## config.mk

```make
export PLATFORM = sky130hd
export DESIGN_NAME = adc_spi_captura
export DESIGN_NICKNAME = d
export VERILOG_FILES = /design/src/rtl/adc_spi_captura.sv
export SDC_FILE = /design/constraint.sdc
export NUM_CORES = 1
export LEC_CHECK = 0
export BUFFER_PORTS_ARGS = -buffer_cell sky130_fd_sc_hd__buf_2
export CAP_MARGIN = 20
export CELL_PAD_IN_SITES_DETAIL_PLACEMENT = 2
export CELL_PAD_IN_SITES_GLOBAL_PLACEMENT = 2
export CORE_MARGIN = 2
export CORE_UTILIZATION = 30
export DETAILED_ROUTE_END_ITERATION = 8
export PLACE_DENSITY = 0.72
export RECOVER_POWER = 25
export SETUP_SLACK_MARGIN = 0.02
export SLEW_MARGIN = 20
export SYNTH_ARGS = -nofsm -noshare
export SYNTH_HDL_FRONTEND = slang
export SYNTH_SLANG_ARGS = --single-unit
```

## constraint.sdc

```tcl
create_clock -name clk -period 2 [get_ports clk]
set_input_delay 0.2 -clock clk [delete_from_list [all_inputs] [get_ports clk]]
set_output_delay 0.2 -clock clk [all_outputs]
set_load 0.05 [all_outputs]
```

## src/rtl/adc_spi_captura.sv

```systemverilog
// ============================================================================
// adc_spi_captura
// ----------------------------------------------------------------------------
// Serial capture front end for an external 12-bit SPI ADC (PmodAD1 class).
// A free-running sample timer starts one conversion frame every PERIODO clocks.
// During a frame the block drives CS_n low and generates SCLK. It shifts the
// ADC data in MSB first and presents the low ANCHO bits as a parallel sample.
// A one-clock strobe marks the cycle in which the sample is updated.
// dato_out/listo feed the datos/enable inputs of the downstream holding
// register, which runs in the same clock domain.
//
// Optional feature (macro PROMEDIO4_EN):
//   When PROMEDIO4_EN is defined, four consecutive frames are summed.
//   Only the fourth frame strobes. It presents the truncated average.
//   When PROMEDIO4_EN is undefined, every frame strobes its own sample.
//
// Parameters:
//   ANCHO      sample width (ANCHO <= BITS_TRAMA-1)
//   BITS_TRAMA SCLK cycles per frame
//   DIV        clk cycles per SCLK half period (>= 2)
//   PERIODO    clk cycles between conversion starts
//   QUIET      clk cycles CS_n is held high after a frame
//
// Ports:
//   clk        in   system clock, rising edge
//   reset      in   asynchronous reset, active low
//   habilitar  in   1 = free-running sampling, 0 = finish frame then idle
//   sdata      in   ADC serial data
//   cs_n       out  ADC chip select, active low
//   sclk       out  ADC serial clock, idles high
//   dato_out   out  last completed sample, held between strobes
//   listo      out  one-clock strobe, dato_out updated this cycle
// ============================================================================
module adc_spi_captura #(
   parameter int ANCHO      = 12,
   parameter int BITS_TRAMA = 16,
   parameter int DIV        = 4,
   parameter int PERIODO    = 1000,
   parameter int QUIET      = 4
) (
   input  logic             clk,
   input  logic             reset,
   input  logic             habilitar,
   input  logic             sdata,
   output logic             cs_n,
   output logic             sclk,
   output logic [ANCHO-1:0] dato_out,
   output logic             listo
);

   localparam int TW = $clog2(PERIODO + 1);
   localparam int DW = $clog2(DIV + 1);
   localparam int BW = $clog2(BITS_TRAMA + 1);
   localparam int QW = $clog2(QUIET + 1);

   localparam logic [TW-1:0] TIMER_MAX = TW'(PERIODO - 1);
   localparam logic [DW-1:0] DIV_MAX   = DW'(DIV - 1);
   localparam logic [BW-1:0] BITS_FIN  = BW'(BITS_TRAMA);
   localparam logic [QW-1:0] QUIET_MAX = QW'(QUIET - 1);

   typedef enum logic [1:0] {
      REPOSO,
      CONVERSION,
      QUIETO
   } estado_t;

   estado_t          estado_q;
   logic [TW-1:0]    timer_q, timer_d;
   logic             tick;
   logic [DW-1:0]    div_q;
   logic [BW-1:0]    bits_q;
   logic [QW-1:0]    quiet_q;
   logic [ANCHO-1:0] shift_q;
   logic [ANCHO-1:0] dato_q;
   logic             cs_n_q;
   logic             sclk_q;
   logic             listo_q;

`ifdef PROMEDIO4_EN
   logic [ANCHO+1:0] acc_q;
   logic [ANCHO+1:0] suma;
   logic [1:0]       tramas_q;

   // Running sum including the frame that is just completing.
   always_comb begin
      suma = acc_q + {2'b00, shift_q};
   end
`endif

   // The sample timer only runs while sampling is enabled.
   // Dropping habilitar parks it at zero, so re-enabling gives a full period
   // before the next frame.
   always_comb begin
      timer_d = timer_q;
      if (!habilitar) begin
         timer_d = '0;
      end else if (timer_q == TIMER_MAX) begin
         timer_d = '0;
      end else begin
         timer_d = timer_q + 1'b1;
      end
   end

   assign tick = habilitar && (timer_q == TIMER_MAX);

   always_ff @(posedge clk or negedge reset) begin
      if (!reset) begin
         timer_q <= '0;
      end else begin
         timer_q <= timer_d;
      end
   end

   // Frame sequencer with registered SPI pins and strobe.
   // The shift register is only ANCHO wide, so leading frame bits fall off
   // the top on their own.
   // A tick that arrives outside REPOSO is simply not looked at.
   always_ff @(posedge clk or negedge reset) begin
      if (!reset) begin
         estado_q <= REPOSO;
         cs_n_q   <= 1'b1;
         sclk_q   <= 1'b1;
         div_q    <= '0;
         bits_q   <= '0;
         quiet_q  <= '0;
         shift_q  <= '0;
         dato_q   <= '0;
         listo_q  <= 1'b0;
`ifdef PROMEDIO4_EN
         acc_q    <= '0;
         tramas_q <= '0;
`endif
      end else begin
         listo_q <= 1'b0;
`ifdef PROMEDIO4_EN
         if (!habilitar) begin
            acc_q    <= '0;
            tramas_q <= '0;
         end
`endif
         case (estado_q)
            REPOSO: begin
               cs_n_q <= 1'b1;
               sclk_q <= 1'b1;
               if (tick) begin
                  estado_q <= CONVERSION;
                  cs_n_q   <= 1'b0;
                  div_q    <= '0;
                  bits_q   <= '0;
               end
            end

            CONVERSION: begin
               if (bits_q == BITS_FIN) begin
                  // The last rising edge happened one clock ago; close the frame.
                  estado_q <= QUIETO;
                  cs_n_q   <= 1'b1;
                  sclk_q   <= 1'b1;
                  quiet_q  <= '0;
`ifdef PROMEDIO4_EN
                  if (habilitar) begin
                     if (tramas_q == 2'd3) begin
                        dato_q   <= suma[ANCHO+1:2];
                        listo_q  <= 1'b1;
                        acc_q    <= '0;
                        tramas_q <= '0;
                     end else begin
                        acc_q    <= suma;
                        tramas_q <= tramas_q + 1'b1;
                     end
                  end
`else
                  dato_q  <= shift_q;
                  listo_q <= 1'b1;
`endif
               end else if (div_q == DIV_MAX) begin
                  div_q  <= '0;
                  sclk_q <= ~sclk_q;
                  // The ADC updates sdata on falling edges, so sample on the rise.
                  if (!sclk_q) begin
                     shift_q <= {shift_q[ANCHO-2:0], sdata};
                     bits_q  <= bits_q + 1'b1;
                  end
               end else begin
                  div_q <= div_q + 1'b1;
               end
            end

            QUIETO: begin
               cs_n_q <= 1'b1;
               sclk_q <= 1'b1;
               if (quiet_q == QUIET_MAX) begin
                  estado_q <= REPOSO;
               end else begin
                  quiet_q <= quiet_q + 1'b1;
               end
            end

            default: begin
               estado_q <= REPOSO;
               cs_n_q   <= 1'b1;
               sclk_q   <= 1'b1;
            end
         endcase
      end
   end

   assign cs_n     = cs_n_q;
   assign sclk     = sclk_q;
   assign dato_out = dato_q;
   assign listo    = listo_q;

endmodule

```

=== After elaboration in Yosys (flattened, before gate mapping) ===
Index checks and enable logic that the tools add are counted.

* Register bits: 50
* Bits of input ports: 4
* Output and inout bits: 15
* Logic and storage cells: 66

* Add/subtract/negate cells: 4
* Equality and inequality tests: 14
* Muxes and demuxes: 26
* Bitwise logic cells: 2
* Reduce and logical (&&, ||, !) cells: 10

{| class="wikitable"
|+ Operator list
! operator !! count
|-
| two-way mux 10 bit || 2
|-
| two-way mux 5 bit || 4
|-
| two-way mux 3 bit || 5
|-
| inequality test 2 bit (second input constant) || 7
|-
| case mux 3 bit (2 select lines) || 2
|-
| adder 10 x 1 -> 10 bit (second input constant) || 1
|-
| == test 10 bit (second input constant) || 1
|-
| case mux 5 bit (2 select lines) || 1
|-
| AND reduction 3 bit || 3
|-
| two-way mux 1 bit || 7
|-
| adder 3 x 1 -> 3 bit (second input constant) || 2
|-
| == test 3 x 2 -> 1 bit (second input constant) || 2
|-
| two-way mux 2 bit || 3
|-
| case mux 2 bit (3 select lines) || 1
|-
| adder 5 x 1 -> 5 bit (second input constant) || 1
|-
| == test 5 bit (second input constant) || 1
|-
| AND reduction 5 bit || 1
|-
| AND reduction 4 bit || 1
|-
| nonzero test 2 bit || 2
|-
| inequality test 3 bit (second input constant) || 1
|-
| == test 2 x 1 -> 1 bit (second input constant) || 1
|-
| == test 2 bit (second input constant) || 1
|-
| zero test 2 bit || 1
|-
| NOT 1 bit || 2
|-
| 3 further kinds || 3
|}

=== Depth between registers and ports, before layout ===
Gate-level depths: netlist of the first run.

* Depth in word-level cells: 5
* Depth in mapped cells: 8
* Mapped depth without buffers: 6

=== Worst setup path before layout of the first run ===
Ideal clock, no wire load.

* Kind: register to register
* Start point: register bits_q[0]
* End point: register dato_q[10], in the netlist dato_out[10]
* Setup time: 0.125 ns
* Arrival: 1.458 ns
* Required time: 1.875 ns
* Slack: 0.417 ns
* Stages on the path, launching flop included: 7
* Path buffers: 1
* Period minus slack after synthesis: 1.583 ns
* Cells stage by stage: dfrtp_1 inv_1 ha_1 and4bb_2 nand2_4 buf_6 mux2_4

* Longest elaborated chain between the ends: 2

{| class="wikitable"
|+ Ends and longest elaborated chain
! item !! RTL line !! text
|-
| from (decl) || 71 || <nowiki>logic [BW-1:0] bits_q;</nowiki>
|-
| from (signal assigned) || 182 || <nowiki>bits_q <= bits_q + 1'b1;</nowiki>
|-
| == test 5 bit || 154 || <nowiki>if (bits_q == BITS_FIN) begin</nowiki>
|-
| AND reduction 2 bit (no line) || - ||
|-
| to (signal assigned) || 173 || <nowiki>dato_q <= shift_q;</nowiki>
|-
| to (decl) || 74 || <nowiki>logic [ANCHO-1:0] dato_q;</nowiki>
|}

Every way passes these cells.
A chain may end at the register's enable or synchronous reset.

=== Final worst setup path of the first run ===
* Start point: register bits_q[0]
* End point: register dato_q[1], in the netlist dato_out[1]

The elaborated chain is that of the path after synthesis.

==> results.yml, run 1 <==
sta:
  setup_viol: 0
  rsz0062_at_grt: "no"
  tightest_slew_ps: 1330
  finClkSkew_ps: 9.10
  fin_crit_sh_pct: 85.6
  layout_min_cycle_time_ps: 1710
  hold_violations: 0
  slew_headroom_pct: 11.4
  report.final.slew_viol_count: 0
  finalSetupTns_ps: 0
  max_freq_ghz: 0.584
critical_path:
  worstPathRequired_ps: 2200
  ff2ff_path_depth: 5
  cp.arrival_ps: 1910
  reg2reg_from: "bits_q[0]$_DFFE_PN0P_"
  worstSetupStartpoint: "bits_q[0]$_DFFE_PN0P_"
  worstSetupPathType: "reg2reg"
  cp-endpoint: "dato_out[1]$_DFFE_PN0P_"
  reg2reg_slack_ps: 290
  end_kind: "flop"
  r2r-end: "dato_out[1]$_DFFE_PN0P_"
  critical_path.max_fanout: 17
  cp-start-kind: "flop"
clock_network:
  cts_tree: "done"
  postCtsSetupRepairBufs: 0
  cts_sinks: 50
  clk_latency_ps: 310
  root_buffer: "clkbuf_8"
  cts-buffers-inserted: 5
  htreeDepth: 2
  clockBufferDepth: 2
  clkTransAtPathRegs_ps: 90
global_routing:
  antenna_found_initial: 0
  grt_pass1_vias: 1670
  grt_first_pass_wirelength_um: 8510
  grt_max_degree: 30
  grt_use_total_pct: 13.0
  grt_overflow: 0
yosys:
  synth_top_cell_by_area: "dfrtp_1"
  synth_top_area_share_pct: 53.0
  yosys-top-cells-count: "dfrtp_1 (48), nand2_1 (46), nand3_1 (11)"
  synth.yosys.warnings: 0
  synth_area_um2: 2270
  ys_async_sr_fraction_pct: 100
  synth_cells: 200
  ys_types: 42
  syn_avg_cell_area_um2: 11.3
  syn-num-nets: 210
  ys.flop_type: "dfrtp_1"
  ys_seq_elements: 50
  synth_edf_count: 0
  yosysMostFrequentCell: "dfrtp_1"
  yosysSeqAreaShare_pct: 55.3
  synth_area_leaders: "dfrtp_1 (53%), nand2_1 (7.6%), mux2_4 (4.6%)"
die:
  die_y_um: 90.9
  die_w_um: 90.9
  ioPinCount: 19
  start_util_pct: 31.1
  core_um2: 7290
  dieArea_um2: 8270
  num_rows: 31
pwr:
  switchingPower_mw: 0.395
  pwr-share-seq_pct: 56.6
  p_per_area_nw_per_um2: 692
  combPwrFrac_pct: 2.6
  power.internal_mw: 1.41
  power_leakage_nw: 1.36
  switching_share_pct: 21.9
  peakVddDrop_uv: 275
  power.clock.fraction_pct: 40.8
job:
  cap_violations: 0
place:
  place.port_buffers: 18
  hpwl_um: 3270
  place_congestion: 0.751
  dpl.cell_count: 314
finish:
  syn_to_final_growth_pct: 15.0
  post_route_cells_drive_above_1_share_pct: 25.0
  utilization_pct: 35.8
  diodes: 0
  finalNonFillerCells: 323
  nNetsFinal: 233
detailed_routing:
  wl_per_cell_um: 14.6
  vias: 1503
  drt.antenna.violating_nets: 0
  remaining_drc_errors: 0
  first_pass_iters: 4
  drt_iter0_drc: 31
  finalWirelength_um: 4710
  via_per_inst: 4.65
min_path:
  hold_depth: 3
  worstHoldPathType: "in2reg"
outcome:
  status: "finished, final reports clean"
-- power groups by stage --
stage | Sequential, mW | Combinational, mW | Clock, mW
floorplan | 1.04 | 0.0159 | 0
global placement | 1.04 | 0.0479 | 0
detailed placement | 1.04 | 0.0488 | 0
CTS | 1.02 | 0.0502 | 0.774
global route | 1.02 | 0.0542 | 0.821
finish | 1.02 | 0.0470 | 0.737
-- repair_timing --
| item | 4_1_cts | 5_1_grt |
|---|---|---|
| gates resized for setup | 0 | 0 |
| endpoints found under the hold margin | 19 | 0 |
| hold buffers | 1 | 0 |
-- cell type report --
class	count	area, um^2
Tap cell	99	124
Inverter	8	30.0
Clock buffer	5	68.8
Fill cell	805	4680
Sequential cell	50	1250
Timing Repair Buffer	22	134
Multi-Input combinational cell	136	950
Clock inverter	3	47.5
-- how the worst min path moves through the flow --
| stage | from | end | slack (ps) |
|---|---|---|---|
| floorplan | reset | bits_q[0]$_DFFE_PN0P_ | -100 |
| global route | sdata | shift_q[0]$_DFFE_PN0P_ | 90 |
| detailed placement | reset | timer_q[1]$_DFF_PN0_ | 230 |
| global placement | reset | timer_q[1]$_DFF_PN0_ | 220 |
| CTS | sdata | shift_q[0]$_DFFE_PN0P_ | 70 |
| finish | sdata | shift_q[0]$_DFFE_PN0P_ | 80 |
-- metal layers --
layer / part of all wire [%] / global-route usage, % / vias to the layer above / routed length, um
met5: 0 / 0 / - / 0
met4: 1.9 / 5.30 / 0 / 89
met3: 2.7 / 3.07 / 7 / 128
met2: 50 / 21.4 / 16 / 2360
met1: 45 / 16.5 / 763 / 2130
li1: - / - / 717 / -
-- registers in the layout (all words and copies together) (netlist names) --
name and flops:
listo 1, shift_q 12, div_q 3, dato_out 12, timer_q 10, quiet_q 3, sclk 1, estado_q 2
cs_n 1, bits_q 5
-- logic make-up after synthesis --
| group | count (synthesis) | synth area share, % |
|---|---|---|
| mux | 17 | 9.44 |
| simple gates | 91 | 22.3 |
| compound gates | 15 | 4.14 |
| flops | 50 | 55.3 |
| buf+inv | 14 | 2.81 |
| xor+xnor | 7 | 2.70 |
| fa+ha+maj | 6 | 3.31 |
-- metrics by stage --
stage	power [mW]	hold WS, ps	setup slack, ps	cell area, um^2
after floorplan	1.06	-95.6	417	2270
after global placement	1.09	219	328	2480
after detailed placement	1.09	227	288	2480
after CTS	1.85	67.9	268	2610
after global routing	1.90	85.4	145	2610
final	1.80	79.2	289	2610
-- critical path, cell delays in order (launching register included) --
cell,delay [ps]
dfrtp_1,440
inv_1,70
ha_1,210
and4bb_2,280
nand2_4,240
mux2_2,370
-- placed cells by master, fill, tap and decap left out, types with 2 or more instances in the layout --
| cell | count |
|---|---|
| nand2_1 | 46 |
| buf_2 | 17 |
| a21oi_1 | 4 |
| inv_1 | 8 |
| nor3_1 | 3 |
| dfrtp_1 | 48 |
| nand3_1 | 11 |
| mux2i_1 | 3 |
| mux2_2 | 7 |
| xnor2_1 | 5 |
| and3_1 | 2 |
| buf_4 | 2 |
| ha_1 | 6 |
| or3_1 | 2 |
| clkbuf_8 | 5 |
| nor2_1 | 10 |
| xor2_1 | 2 |
| dfstp_2 | 2 |
| o21ai_0 | 6 |
| mux2_4 | 7 |
No activity file was read; power rests on OpenSTA's default activity.
==> inputs of run 2 (changes only) <==
--- a/config.mk
+++ b/config.mk
@@ -10,9 +10,9 @@
 export CELL_PAD_IN_SITES_DETAIL_PLACEMENT = 2
 export CELL_PAD_IN_SITES_GLOBAL_PLACEMENT = 2
 export CORE_MARGIN = 2
-export CORE_UTILIZATION = 30
+export CORE_UTILIZATION = 39
 export DETAILED_ROUTE_END_ITERATION = 8
-export PLACE_DENSITY = 0.72
+export PLACE_DENSITY = 0.88
 export RECOVER_POWER = 25
 export SETUP_SLACK_MARGIN = 0.02
 export SLEW_MARGIN = 20
==> run 2 against run 1 <==
Final cell count fell by 8.7%. Combinational power fell by 10%. Sequential share of layout area up 0.58 points. Non-clock buffer count decreased by 1. Register-to-register slack got worse by 70 ps. Clock skew decreased by 4.4 ps. Global-route usage up 5.6 points. Flip-flop and latch count unchanged. First-iteration DRC count increased to 3.5 times the previous value. Critical endpoint is now dato_out[11]$_DFFE_PN0P_.
==> results.yml, run 2 (synthesis results as in run 1) <==
critical_path:
  worstSetupPathType: "reg2reg"
  cp.arrival_ps: 1970
  max_stage_delay_ps: 450
  worstPathRequired_ps: 2190
  critical_path.max_fanout: 17
  cp_slowest_cell: "dfrtp_1"
  end_kind: "flop"
  cp-start-kind: "flop"
  path_cells: "inv_1 > ha_1 > and4bb_2 > nand2_4 > mux2_2"
finish:
  diodes: 0
  finalNonFillerCells: 295
  final_cell_mix: "dfrtp_1 (48), nand2_1 (46), buf_2 (18), nand3_1 (11), nor2_1 (10)"
  layout_commonest_cell: "dfrtp_1"
  syn_to_final_growth_pct: 13.6
  nNetsFinal: 232
  post_route_cells_drive_above_1_share_pct: 25.6
global_routing:
  antenna_found_initial: 0
  grt_pass1_vias: 1768
  grt_overflow: 0
  grt_use_total_pct: 18.6
  grt_max_degree: 51
  grt_first_pass_wirelength_um: 9040
sta:
  tightest_slew_ps: 1270
  finalSetupTns_ps: 0
  report.final.slew_viol_count: 0
  slew_headroom_pct: 15.3
  max_freq_ghz: 0.562
  finClkSkew_ps: 4.75
  setup_viol: 0
  hold_violations: 0
  holdWs_ps: 89.7
  layout_min_cycle_time_ps: 1780
  rsz0062_at_grt: "no"
  fin_crit_sh_pct: 89.0
clock_network:
  cts_resized: 0
  clockBufferDepth: 2
  clk_latency_ps: 310
  clkTransAtPathRegs_ps: 90
  htreeDepth: 2
  postCtsSetupRepairBufs: 0
  cts_hold_buf: 0
  root_buffer: "clkbuf_8"
  cts-buffers-inserted: 5
  cts_tree: "done"
  cts_sinks: 50
die:
  ioPinCount: 19
  num_rows: 27
  die_y_um: 80.2
  core_um2: 5570
  start_util_pct: 40.7
  die_w_um: 80.2
  dieArea_um2: 6440
detailed_routing:
  wl_per_cell_um: 17.8
  drt_iter0_drc: 110
  drt.antenna.violating_nets: 0
  vias: 1538
  remaining_drc_errors: 0
  finalWirelength_um: 5250
  first_pass_iters: 4
  via_per_inst: 5.21
outcome:
  status: "finished, final reports clean"
pwr:
  power_leakage_nw: 1.36
  p_per_area_nw_per_um2: 756
  peakVddDrop_uv: 385
place:
  place.port_buffers: 18
  dpl.cell_count: 287
  place_congestion: 0.751
  hpwl_um: 3600
job:
  cap_violations: 0
min_path:
  worstHoldPathType: "in2reg"
run 2: through the flow:
step	total power, mW	util (%)	setup WS [ps]	area [um^2]
6_report	1.95	46.2	220	2580
3_3_place_gp	1.08	43.7	344	2440
4_1_cts	1.98	46.3	205	2580
5_1_grt	2.03	46.2	119	2580
2_1_floorplan	1.06	-	417	2270
3_5_place_dp	1.09	43.7	232	2440
run 2: layer usage:
metal	routed length, um	share of wire, %	global-route usage (%)
met5	0	0	0
met4	115	2.2	6.61
met3	98	1.9	3.60
met2	2690	51	31.5
met1	2350	45	23.8
run 2: area by class of cell:
type,instances,area (um^2)
fillers,581,3000
flip-flops and latches,50,1250
multi-input cells,136,950
repair buffers,21,110
well taps,72,90.1
clock buffers,6,82.6
clock inverters,2,60.1
inverters,8,30.0
run 2: worst paths after layout:
kind / from / endpoint / slack [ps] / cells past startpoint
max in group asynchronous: reset / bits_q[2]$_DFFE_PN0P_ / 1000 / 2
setup / recovery: bits_q[0]$_DFFE_PN0P_ / dato_out[11]$_DFFE_PN0P_ / 220 / 5
hold / removal: sdata / shift_q[0]$_DFFE_PN0P_ / 90 / 3
min in group asynchronous: reset / timer_q[1]$_DFF_PN0_ / 230 / 2
setup reg to reg: bits_q[0]$_DFFE_PN0P_ / dato_out[11]$_DFFE_PN0P_ / 220 / 5
hold reg to reg: timer_q[0]$_DFF_PN0_ / timer_q[0]$_DFF_PN0_ / 490 / 1
run 2: worst max-delay path, delay by kind of cell, from the launching register on:
family                     cells  cell delay [ps]
and+or+nand+nor                2              520
muxes                          1              390
adders and majority gates      1              220
DFF                            1              450
buffers and inverters          1               80
run 2: power by group:
group          switching [mW]  internal (mW)
Clock                   0.351          0.534
Combinational          0.0317         0.0106
Sequential            0.00542           1.02
Total                   0.388           1.56
